--- config.mk ---
export PLATFORM = sky130hd
export DESIGN_NAME = tile_pixel_fetcher_flat
export DESIGN_NICKNAME = d
export VERILOG_FILES = /design/src/rtl/tile_pixel_fetcher_if.sv /design/src/rtl/tile_pixel_fetcher.sv /design/src/flat_wrapper.sv
export SDC_FILE = /design/constraint.sdc
export NUM_CORES = 1
export LEC_CHECK = 0
export ABC_AREA = 1
export BUFFER_PORTS_ARGS = -buffer_cell sky130_fd_sc_hd__clkbuf_2
export CORE_ASPECT_RATIO = 0.8
export CORE_MARGIN = 3
export CORE_UTILIZATION = 30
export DETAILED_ROUTE_END_ITERATION = 8
export GPL_TIMING_DRIVEN = 0
export PLACE_DENSITY = 0.7
export SLEW_MARGIN = 15
export SYNTH_ARGS = -nofsm -noshare
export SYNTH_HDL_FRONTEND = slang
export SYNTH_SLANG_ARGS = --single-unit
--- constraint.sdc ---
create_clock -name clk -period 2.15 [get_ports clk]
set_input_delay 0.3225 -clock clk [delete_from_list [all_inputs] [get_ports clk]]
set_output_delay 0.3225 -clock clk [all_outputs]
set_load 0.05 [all_outputs]
--- src/rtl/tile_pixel_fetcher_if.sv ---
// Request, tile-memory and pixel-stream signals of the tile pixel fetcher.
interface tile_pixel_fetcher_if;
  logic         req_valid;
  logic         req_ready;
  logic [10:0]  req_tile;
  logic [2:0]   req_row;
  logic         req_hflip;
  logic [3:0]   req_palette;
  logic [11:0]  tile_addr;
  logic [255:0] tile_data;
  logic         pix_valid;
  logic         pix_ready;
  logic [3:0]   pix_index;
  logic [3:0]   pix_palette;
  logic         pix_transparent;
  logic         pix_last;

  // Environment side: issues requests, serves tile memory, consumes pixels.
  modport master (
    output req_valid, req_tile, req_row, req_hflip, req_palette, tile_data, pix_ready,
    input  req_ready, tile_addr, pix_valid, pix_index, pix_palette, pix_transparent, pix_last
  );

  // Fetcher side.
  modport slave (
    input  req_valid, req_tile, req_row, req_hflip, req_palette, tile_data, pix_ready,
    output req_ready, tile_addr, pix_valid, pix_index, pix_palette, pix_transparent, pix_last
  );
endinterface

--- src/rtl/tile_pixel_fetcher.sv ---
// Fetches one 32-bit row of an 8x8 4bpp tile and streams its 8 pixels,
// optionally mirrored, with a palette tag and transparency flag.
module tile_pixel_fetcher #(
  parameter logic [3:0] TRANSPARENT_INDEX = 4'h0
) (
  input  logic                 clk,
  input  logic                 reset_n,
  tile_pixel_fetcher_if.slave  bus
);

  typedef enum logic [1:0] {IDLE, FETCH, SHIFT} state_t;

  state_t      state, state_next;
  logic [2:0]  cnt;
  logic [31:0] row_q;
  logic [11:0] addr_q;
  logic [2:0]  row_sel_q;
  logic        hflip_q;
  logic [3:0]  palette_q;

  logic [7:0]  row_msb;
  logic [2:0]  pix_sel;
  logic [4:0]  pix_msb;
  logic        xfer;

  assign row_msb = 8'd255 - {row_sel_q, 5'b0};
  assign pix_sel = hflip_q ? (3'd7 - cnt) : cnt;
  assign pix_msb = 5'd31 - {pix_sel, 2'b00};
  assign xfer    = (state == SHIFT) && bus.pix_ready;

  assign bus.tile_addr       = addr_q;
  assign bus.pix_palette     = palette_q;
  assign bus.pix_transparent = (bus.pix_index == TRANSPARENT_INDEX);

  // State register.
  always_ff @(posedge clk or negedge reset_n) begin
    if (!reset_n) state <= IDLE;
    else          state <= state_next;
  end

  // Next-state and handshake/pixel outputs.
  always_comb begin
    state_next    = state;
    bus.req_ready = 1'b0;
    bus.pix_valid = 1'b0;
    bus.pix_index = '0;
    bus.pix_last  = 1'b0;
    case (state)
      IDLE: begin
        bus.req_ready = 1'b1;
        if (bus.req_valid) state_next = FETCH;
      end
      FETCH: state_next = SHIFT;
      SHIFT: begin
        bus.pix_valid = 1'b1;
        bus.pix_index = row_q[pix_msb -: 4];
        bus.pix_last  = (cnt == 3'd7);
        if (bus.pix_ready && cnt == 3'd7) state_next = IDLE;
      end
      default: state_next = IDLE;
    endcase
  end

  // Request latching, row capture and pixel counter.
  always_ff @(posedge clk or negedge reset_n) begin
    if (!reset_n) begin
      cnt       <= '0;
      row_q     <= '0;
      addr_q    <= '0;
      row_sel_q <= '0;
      hflip_q   <= 1'b0;
      palette_q <= '0;
    end else begin
      if (state == IDLE && bus.req_valid) begin
        row_sel_q <= bus.req_row;
        hflip_q   <= bus.req_hflip;
        palette_q <= bus.req_palette;
        addr_q    <= {1'b0, bus.req_tile};
      end
      if (state == FETCH) begin
        row_q <= bus.tile_data[row_msb -: 32];
        cnt   <= '0;
      end
      // Counter saturates at 7; the transfer at 7 leaves SHIFT instead.
      if (xfer && cnt != 3'd7) cnt <= cnt + 3'd1;
    end
  end

endmodule

--- src/flat_wrapper.sv ---
// flat-port wrapper written by rule: the top's interface ports become plain ports
module tile_pixel_fetcher_flat 
#(
  parameter logic [3:0] TRANSPARENT_INDEX = 4'h0
)
  (clk, reset_n, bus_req_valid, bus_req_tile, bus_req_row, bus_req_hflip, bus_req_palette, bus_tile_data, bus_pix_ready, bus_req_ready, bus_tile_addr, bus_pix_valid, bus_pix_index, bus_pix_palette, bus_pix_transparent, bus_pix_last);
  tile_pixel_fetcher_if bus_i ();
  input  logic clk;
  input  logic reset_n;
  input wire logic [$bits(bus_i.req_valid)-1:0] bus_req_valid;
  input wire logic [$bits(bus_i.req_tile)-1:0] bus_req_tile;
  input wire logic [$bits(bus_i.req_row)-1:0] bus_req_row;
  input wire logic [$bits(bus_i.req_hflip)-1:0] bus_req_hflip;
  input wire logic [$bits(bus_i.req_palette)-1:0] bus_req_palette;
  input wire logic [$bits(bus_i.tile_data)-1:0] bus_tile_data;
  input wire logic [$bits(bus_i.pix_ready)-1:0] bus_pix_ready;
  output wire logic [$bits(bus_i.req_ready)-1:0] bus_req_ready;
  output wire logic [$bits(bus_i.tile_addr)-1:0] bus_tile_addr;
  output wire logic [$bits(bus_i.pix_valid)-1:0] bus_pix_valid;
  output wire logic [$bits(bus_i.pix_index)-1:0] bus_pix_index;
  output wire logic [$bits(bus_i.pix_palette)-1:0] bus_pix_palette;
  output wire logic [$bits(bus_i.pix_transparent)-1:0] bus_pix_transparent;
  output wire logic [$bits(bus_i.pix_last)-1:0] bus_pix_last;
  assign bus_i.req_valid = bus_req_valid;
  assign bus_i.req_tile = bus_req_tile;
  assign bus_i.req_row = bus_req_row;
  assign bus_i.req_hflip = bus_req_hflip;
  assign bus_i.req_palette = bus_req_palette;
  assign bus_i.tile_data = bus_tile_data;
  assign bus_i.pix_ready = bus_pix_ready;
  assign bus_req_ready = bus_i.req_ready;
  assign bus_tile_addr = bus_i.tile_addr;
  assign bus_pix_valid = bus_i.pix_valid;
  assign bus_pix_index = bus_i.pix_index;
  assign bus_pix_palette = bus_i.pix_palette;
  assign bus_pix_transparent = bus_i.pix_transparent;
  assign bus_pix_last = bus_i.pix_last;
  tile_pixel_fetcher #(.TRANSPARENT_INDEX(TRANSPARENT_INDEX)) u_core (.clk(clk), .reset_n(reset_n), .bus(bus_i));
endmodule
==> results of run 1 <==
## cell type report
type                       instances  area share, %
sequential                        56           20.1
antenna                            1         0.0358
clock buffer                       6           1.84
multi-input combinational        539           42.1
buffer                            61           5.12
inverter                          49           2.84
clock inverter                     2          0.197
timing repair buffer             312           24.1
tap                              205           3.67
## flip-flops by register name, summed over array words and instances (netlist names)
signal,flops
u_core.row_q,32
u_core.bus.tile_addr,11
u_core.bus.pix_palette,4
u_core.cnt,3
u_core.row_sel_q,3
u_core.state,2
u_core.hflip_q,1
## how the worst max path moves through the flow
stage / start / endpoint / slack [ns] / cells after the start
2_1_floorplan: u_core.hflip_q / bus_pix_transparent / 0.03 / 11
3_3_place_gp: u_core.hflip_q / bus_pix_transparent / 0.1 / 11
3_5_place_dp: u_core.hflip_q / bus_pix_transparent / 0.11 / 11
4_1_cts: u_core.hflip_q / bus_pix_transparent / -0.05 / 12
5_1_grt: u_core.hflip_q / bus_pix_transparent / -0.15 / 11
6_report: u_core.hflip_q / bus_pix_transparent / -0.07 / 11
## report_power, final
part / total (mW) / switching (mW) / leakage [nW] / internal, mW
Combinational: 8.48 / 5.56 / 2.77 / 2.92
Clock: 0.810 / 0.374 / 0.0712 / 0.436
Sequential: 1.85 / 0.282 / 0.688 / 1.57
Total: 11.1 / 6.22 / 3.53 / 4.92
## metrics by stage
step	power [mW]	utilization [%]	instances
floorplan	6.74	-	704
global placement	8.86	43.6	1210
detailed placement	8.98	43.8	1211
CTS	10.1	45.5	1224
global route	11.9	47.6	1231
finish	11.1	47.6	1231
## placed cells by master, fill, tap and decap left out, types with 4 or more instances in the layout
cell,instances
clkbuf_2,296
nor2_1,142
o21ai_1,99
nand2_1,72
o21ai_0,67
dfrtp_1,54
o221ai_1,51
nand3_1,47
inv_1,42
clkbuf_1,25
buf_4,21
nand3_2,18
o211ai_1,13
buf_2,11
buf_6,10
nand2_2,9
nand2_4,5
clkbuf_16,5
inv_2,4
## what timing repair did
action | CTS | global route
pin swaps | 7 | 14
hold buffers | 1 | 0
setup endpoints to repair | 5 | 5
cloned | 1 | 1
setup buffers | 3 | 5
endpoints found under the hold margin | 6 | 0
resized for setup | 18 | 58
## cells in the mapped netlist
cell type and instances:
clkbuf_2 1, nor2_2 1, ha_1 2, inv_2 4, o21ai_0 67, buf_2 11, xnor2_1 1, conb_1 1
clkbuf_1 24, xnor2_2 1, buf_1 3, dfrtp_1 56, o221ai_1 51, xor2_2 1, nand2_4 2, buf_6 6
nand3_1 66, nor3_2 1, inv_1 44, clkinv_1 1, o211ai_1 13, nand2_2 3, a21oi_1 1, nand2_1 83
a22o_1 2, o21ai_1 99, buf_4 16, nor2_1 143
## worst max-delay path: cells and delay by family (launching register included)
kind / cells / cell delay (ns)
DFF: 1 / 0.38
and+or+nand+nor: 7 / 0.67
buffers and inverters: 4 / 0.54
## per-layer routing
metal | wire (µm) | global-route usage (%)
met3 | 2490 | 5.66
met2 | 11000 | 44.7
met1 | 9850 | 35.1
met4 | 693 | 7.97
met5 | 0 | 0
## cells by family after synthesis
logic type / after synthesis / synth area share [%]
and+or+nand+nor: 299 / 26.7
AOI/OAI and AO/OA: 233 / 30.1
buffers and inverters: 110 / 11.5
DFF: 56 / 30.2
xor gates and xnor gates: 3 / 0.890
adders and majority gates: 2 / 0.539
other: 1 / 0.0809
==> run_results.csv, run 1 <==
group,metric,value,unit
grt,grt_pass1_vias,6338,
clock_tree,clock_path_buffers,2,
placed_design,port_buffers,301,
sta,rsz0062_at_grt,"true",
clock_tree,ctsRootBufferMaster,"clkbuf_16",
pwr,peakVddDrop,0.781,mV
floorplan,design.portCount,303,
sta,setup-violations-final,2,
synthesis,synth_top_cell_area_share,30.2,%
placed_design,place_area,0.00643,mm²
drt,post_drt_wl_per_cell,19.5,µm
worst_setup_path,reg2reg_slack,0.14,ns
synthesis,synth_cell_types,28,
job,cap_violations,0,
drt,drc,0,
worst_setup_path,worstPathCellList,"buf_12, clkinv_8, nand2_8, buf_4, nand3_1, nand3_2, nand3_1, nand3_2, nand2_2, nor2_4, buf_8",
drt,vias,6529,
synthesis,synth.area.top_cells,"dfrtp_1 (30%), nor2_1 (12%), o21ai_1 (11%), o221ai_1 (9.6%), o21ai_0 (7.2%)",
sta,fin_hold_ws,0.226,ns
drt,viasPerCell,5.30,
sta,fin_skew,0.0141,ns
placed_design,place_hpwl,19500,µm
worst_setup_path,worstPathMaxFanout,6,
layout,drive_gt1_share,39.2,%
synthesis,syn_area_per_cell,6.59,µm²
floorplan,die_x,145,µm
pwr,p_per_area,1590,mW/mm²
floorplan,fp.coreArea,0.0147,mm²
min_path,min_from,"bus_req_palette[3]",
floorplan,rows,39,
sta,tightest_slew,0.651,ns
sta,finalCritPeriodShare,103,%
sta,hold_violations,0,
placed_design,gp_congestion,0.963,
sta,tns,-0.0739,ns
synthesis,yosysSeqAreaShare,30.2,%
min_path,worstHoldPathType,"in2reg",
grt,antenna_found_initial,1,
synthesis,ys_warn_count,0,
clock_tree,numCtsBuffers,5,
clock_tree,cts_tree,"done",
clock_tree,htreeDepth,2,
layout,postLayoutCellArea,0.00699,mm²
grt,grt_use_total,26.6,%
worst_setup_path,cpPeakStageDelay,0.38,ns
layout,multi_input_area,0.00295,mm²
clock_tree,cts_sinks,56,
pwr,leakage,3.53,nW
layout,regArea,0.00140,mm²
worst_setup_path,cp.arrival,1.89,ns
synthesis,syn_inst,704,
grt,grt_max_degree,51,
clock_tree,insertion_delay,0.29,ns
worst_setup_path,end_kind,"output port",
drt,wl,24100,µm
layout,num-fill-cells,1534,
synthesis,syn_nets,985,
drt,ant_nets,0,
outcome,failed_checks,"setup timing",
grt,grt_pass1_wl,35400,µm
worst_setup_path,crit-reg2reg-launch,"u_core.row_sel_q[1]",
floorplan,start_util,31.6,%
floorplan,die_area,0.0170,mm²
worst_setup_path,critPathKind,"reg2out",
worst_setup_path,r2r.worst_path.cells,6,
placed_design,dp_slack,0.113,ns
worst_setup_path,cpMaxStageDelayCell,"dfrtp_1",
layout,syn_to_final_growth,50.8,%
outcome,status,"finished, violations left",
min_path,whs_endpoint,"u_core.bus.pix_palette[3]",
clock_tree,clk_pin_slew_worst_paths,0.07,ns
synthesis,ys_ff_latch,56,
sta,setup_ws,-0.0665,ns
min_path,hold_depth,3,
sta,max_freq,451,MHz
worst_setup_path,startpoint_type,"flop",
sta,relSlewSlack,56.6,%
drt,first_pass_iters,5,
layout,finalNetCount,1305,
worst_setup_path,cp_data_required_time,1.83,ns
floorplan,fp.dieH,117,µm
grt,overflow,0,
synthesis,syn_area,0.00464,mm²
drt,drt_iter0_markers,523,
sta,fin_crit,2.22,ns
worst_setup_path,timing.rr.end,"u_core.row_q[8]",
synthesis,yosys.area.top_type,"dfrtp_1",
sta,finalMaxSlewViolations,0,
No activity file was read; power rests on OpenSTA's default activity.
==> run 2, diff against run 1 <==
- CORE_AREA: default -> 3 3 118 120
- CORE_ASPECT_RATIO: 0.8 -> default
- CORE_MARGIN: 3 -> default
- CORE_UTILIZATION: 30 -> default
- DIE_AREA: default -> 0 0 121 123
- PLACE_DENSITY: 0.7 -> 0.79
- clock period: 2.15 -> 2.4 ns (I/O delays scaled with it)
==> run 2 against run 1 <==
Against the previous run:
- the run now ends clean
- clock power grew 3.6%
- register-to-register slack gained 0.38 ns
- worst hold slack lost 0.15 ns
- largest cell class unchanged
- largest power group unchanged
==> run_results.csv, run 2 (same netlist as run 1, synthesis figures left out) <==
group,metric,value,unit
worst_setup_path,worstPathMaxFanout,8,
sta,tightest_slew,0.624,ns
drt,viasPerCell,5.47,
worst_setup_path,end_kind,"output port",
sta,relSlewSlack,58.4,%
layout,layout_common_cells,"clkbuf_2 (299), nor2_1 (142), o21ai_1 (99), nand2_1 (83), o21ai_0 (67)",
clock_tree,clk_pin_slew_worst_paths,0.07,ns
sta,fin_skew,0.00636,ns
worst_setup_path,startpoint_type,"flop",
pwr,leakage,3.42,nW
worst_setup_path,critPathKind,"reg2out",
grt,grt_pass1_wl,33000,µm
layout,drive_gt1_share,35.8,%
drt,drc,0,
layout,finalNetCount,1294,
sta,fin_crit,2.27,ns
layout,largest_reg_flops,32,
grt,grt_use_total,28.6,%
drt,drt_iter0_markers,695,
layout,final_common_cell,"clkbuf_2",
layout,num-fill-cells,1367,
min_path,worstHoldPathType,"in2async",
clock_tree,insertion_delay,0.29,ns
floorplan,rows,42,
floorplan,die_x,121,µm
clock_tree,numCtsBuffers,5,
grt,grt_max_degree,57,
sta,setup-violations-final,0,
floorplan,die_area,0.0149,mm²
pwr,p_per_area,1360,mW/mm²
worst_setup_path,cp.arrival,1.91,ns
clock_tree,cts_tree,"done",
sta,finalCritPeriodShare,94.8,%
drt,wl,22300,µm
clock_tree,ctsRootBufferMaster,"clkbuf_16",
drt,ant_nets,0,
job,cap_violations,0,
pwr,power,9.05,mW
worst_setup_path,cp_data_required_time,2.04,ns
placed_design,gp_congestion,0.985,
grt,overflow,0,
grt,grt_pass1_vias,6128,
clock_tree,cts_sinks,56,
sta,rsz0062_at_grt,"true",
sta,finalMaxSlewViolations,0,
clock_tree,clock_path_buffers,2,
floorplan,fp.dieH,123,µm
floorplan,design.portCount,303,
floorplan,fp.coreArea,0.0131,mm²
layout,post-route-util,50.7,%
placed_design,place_hpwl,18200,µm
layout,max_flop_register,"u_core.row_q",
drt,post_drt_wl_per_cell,18.7,µm
pwr,peakVddDrop,0.820,mV
sta,max_freq,440,MHz
sta,hold_violations,0,
drt,vias,6512,
layout,syn_to_final_growth,42.9,%
drt,first_pass_iters,5,
placed_design,port_buffers,301,
grt,antenna_found_initial,2,
floorplan,start_util,35.4,%
clock_tree,post-cts-setup-buffers,0,
clock_tree,htreeDepth,2,
clock_tree,postCtsHoldBufs,0,
outcome,status,"complete, no violations",
==> run 2: cell types whose count changed in the layout (fill, tap and decap cells not counted), moves of 3 or more <==
cell / change
nand3_1: +15
nand3_2: -14
nand2_1: +11
nand2_2: -7
buf_4: -5
buf_6: -4
buf_12: -3
clkbuf_2: +3
nand2_8: -3
==> run 2: what timing repair did <==
action	4_1_cts	5_1_grt
endpoints found under the setup margin	1	5
gates resized for setup	1	13
pin swaps	0	2
==> run 2: area by class of cell <==
type | count | area (µm²) | area share, %
Timing Repair Buffer | 302 | 1550 | 23.3
Clock buffer | 5 | 125 | 1.89
Tap cell | 176 | 220 | 3.32
Buffer | 61 | 353 | 5.32
Multi-Input combinational cell | 538 | 2750 | 41.5
Antenna cell | 1 | 2.50 | 0.0378
Clock inverter | 3 | 46.3 | 0.699
Inverter | 49 | 184 | 2.78
Sequential cell | 56 | 1400 | 21.1
==> run 2: power breakdown <==
part	internal [mW]	switching, mW	total, mW
logic	2.12	4.46	6.57
registers	1.40	0.231	1.63
clock network	0.498	0.341	0.839
total	4.02	5.03	9.05
==> run 2: through the flow <==
step                      instance area [µm²]  cells  setup WS, ns  TNS (ns)  hold WS [ns]
final                                    6630   1191         0.125         0        0.0769
after global routing                     6630   1191       -0.0154   -0.0154        0.0976
after CTS                                6570   1190        0.0177         0        0.0923
after detailed placement                 6390   1182         0.293         0         0.403
after global placement                   6360   1181         0.291         0         0.464
after floorplan                          4640    704         0.241         0        0.0644
==> run 2: routing by layer <==
metal	share of wire (%)	track usage (%)
met5	0.049	0
met3	11	6.36
met2	46	47.3
met4	3.2	9.07
met1	40	37.3
==> run 2: path summary, 6_finish.rpt <==
check | startpoint | end | slack (ns) | cells after the start
setup / recovery | u_core.cnt[1] | bus_pix_index[1] | 0.13 | 6
hold / removal | reset_n | u_core.row_q[5] | 0.08 | 2
setup reg to reg | u_core.row_sel_q[1] | u_core.row_q[4] | 0.52 | 7
hold reg to reg | u_core.bus.tile_addr[9] | u_core.bus.tile_addr[9] | 0.49 | 2
max in group asynchronous | reset_n | u_core.row_q[20] | 2.08 | 2
min in group clk | bus_req_tile[8] | u_core.bus.tile_addr[8] | 0.26 | 3
==> run 2: critical path: stages, from the launching register on <==
cell	delay [ns]
dfrtp_1	0.53
xor2_2	0.38
nand3_1	0.15
nand3_1	0.11
nand3_2	0.12
inv_1	0.08
clkbuf_2	0.27
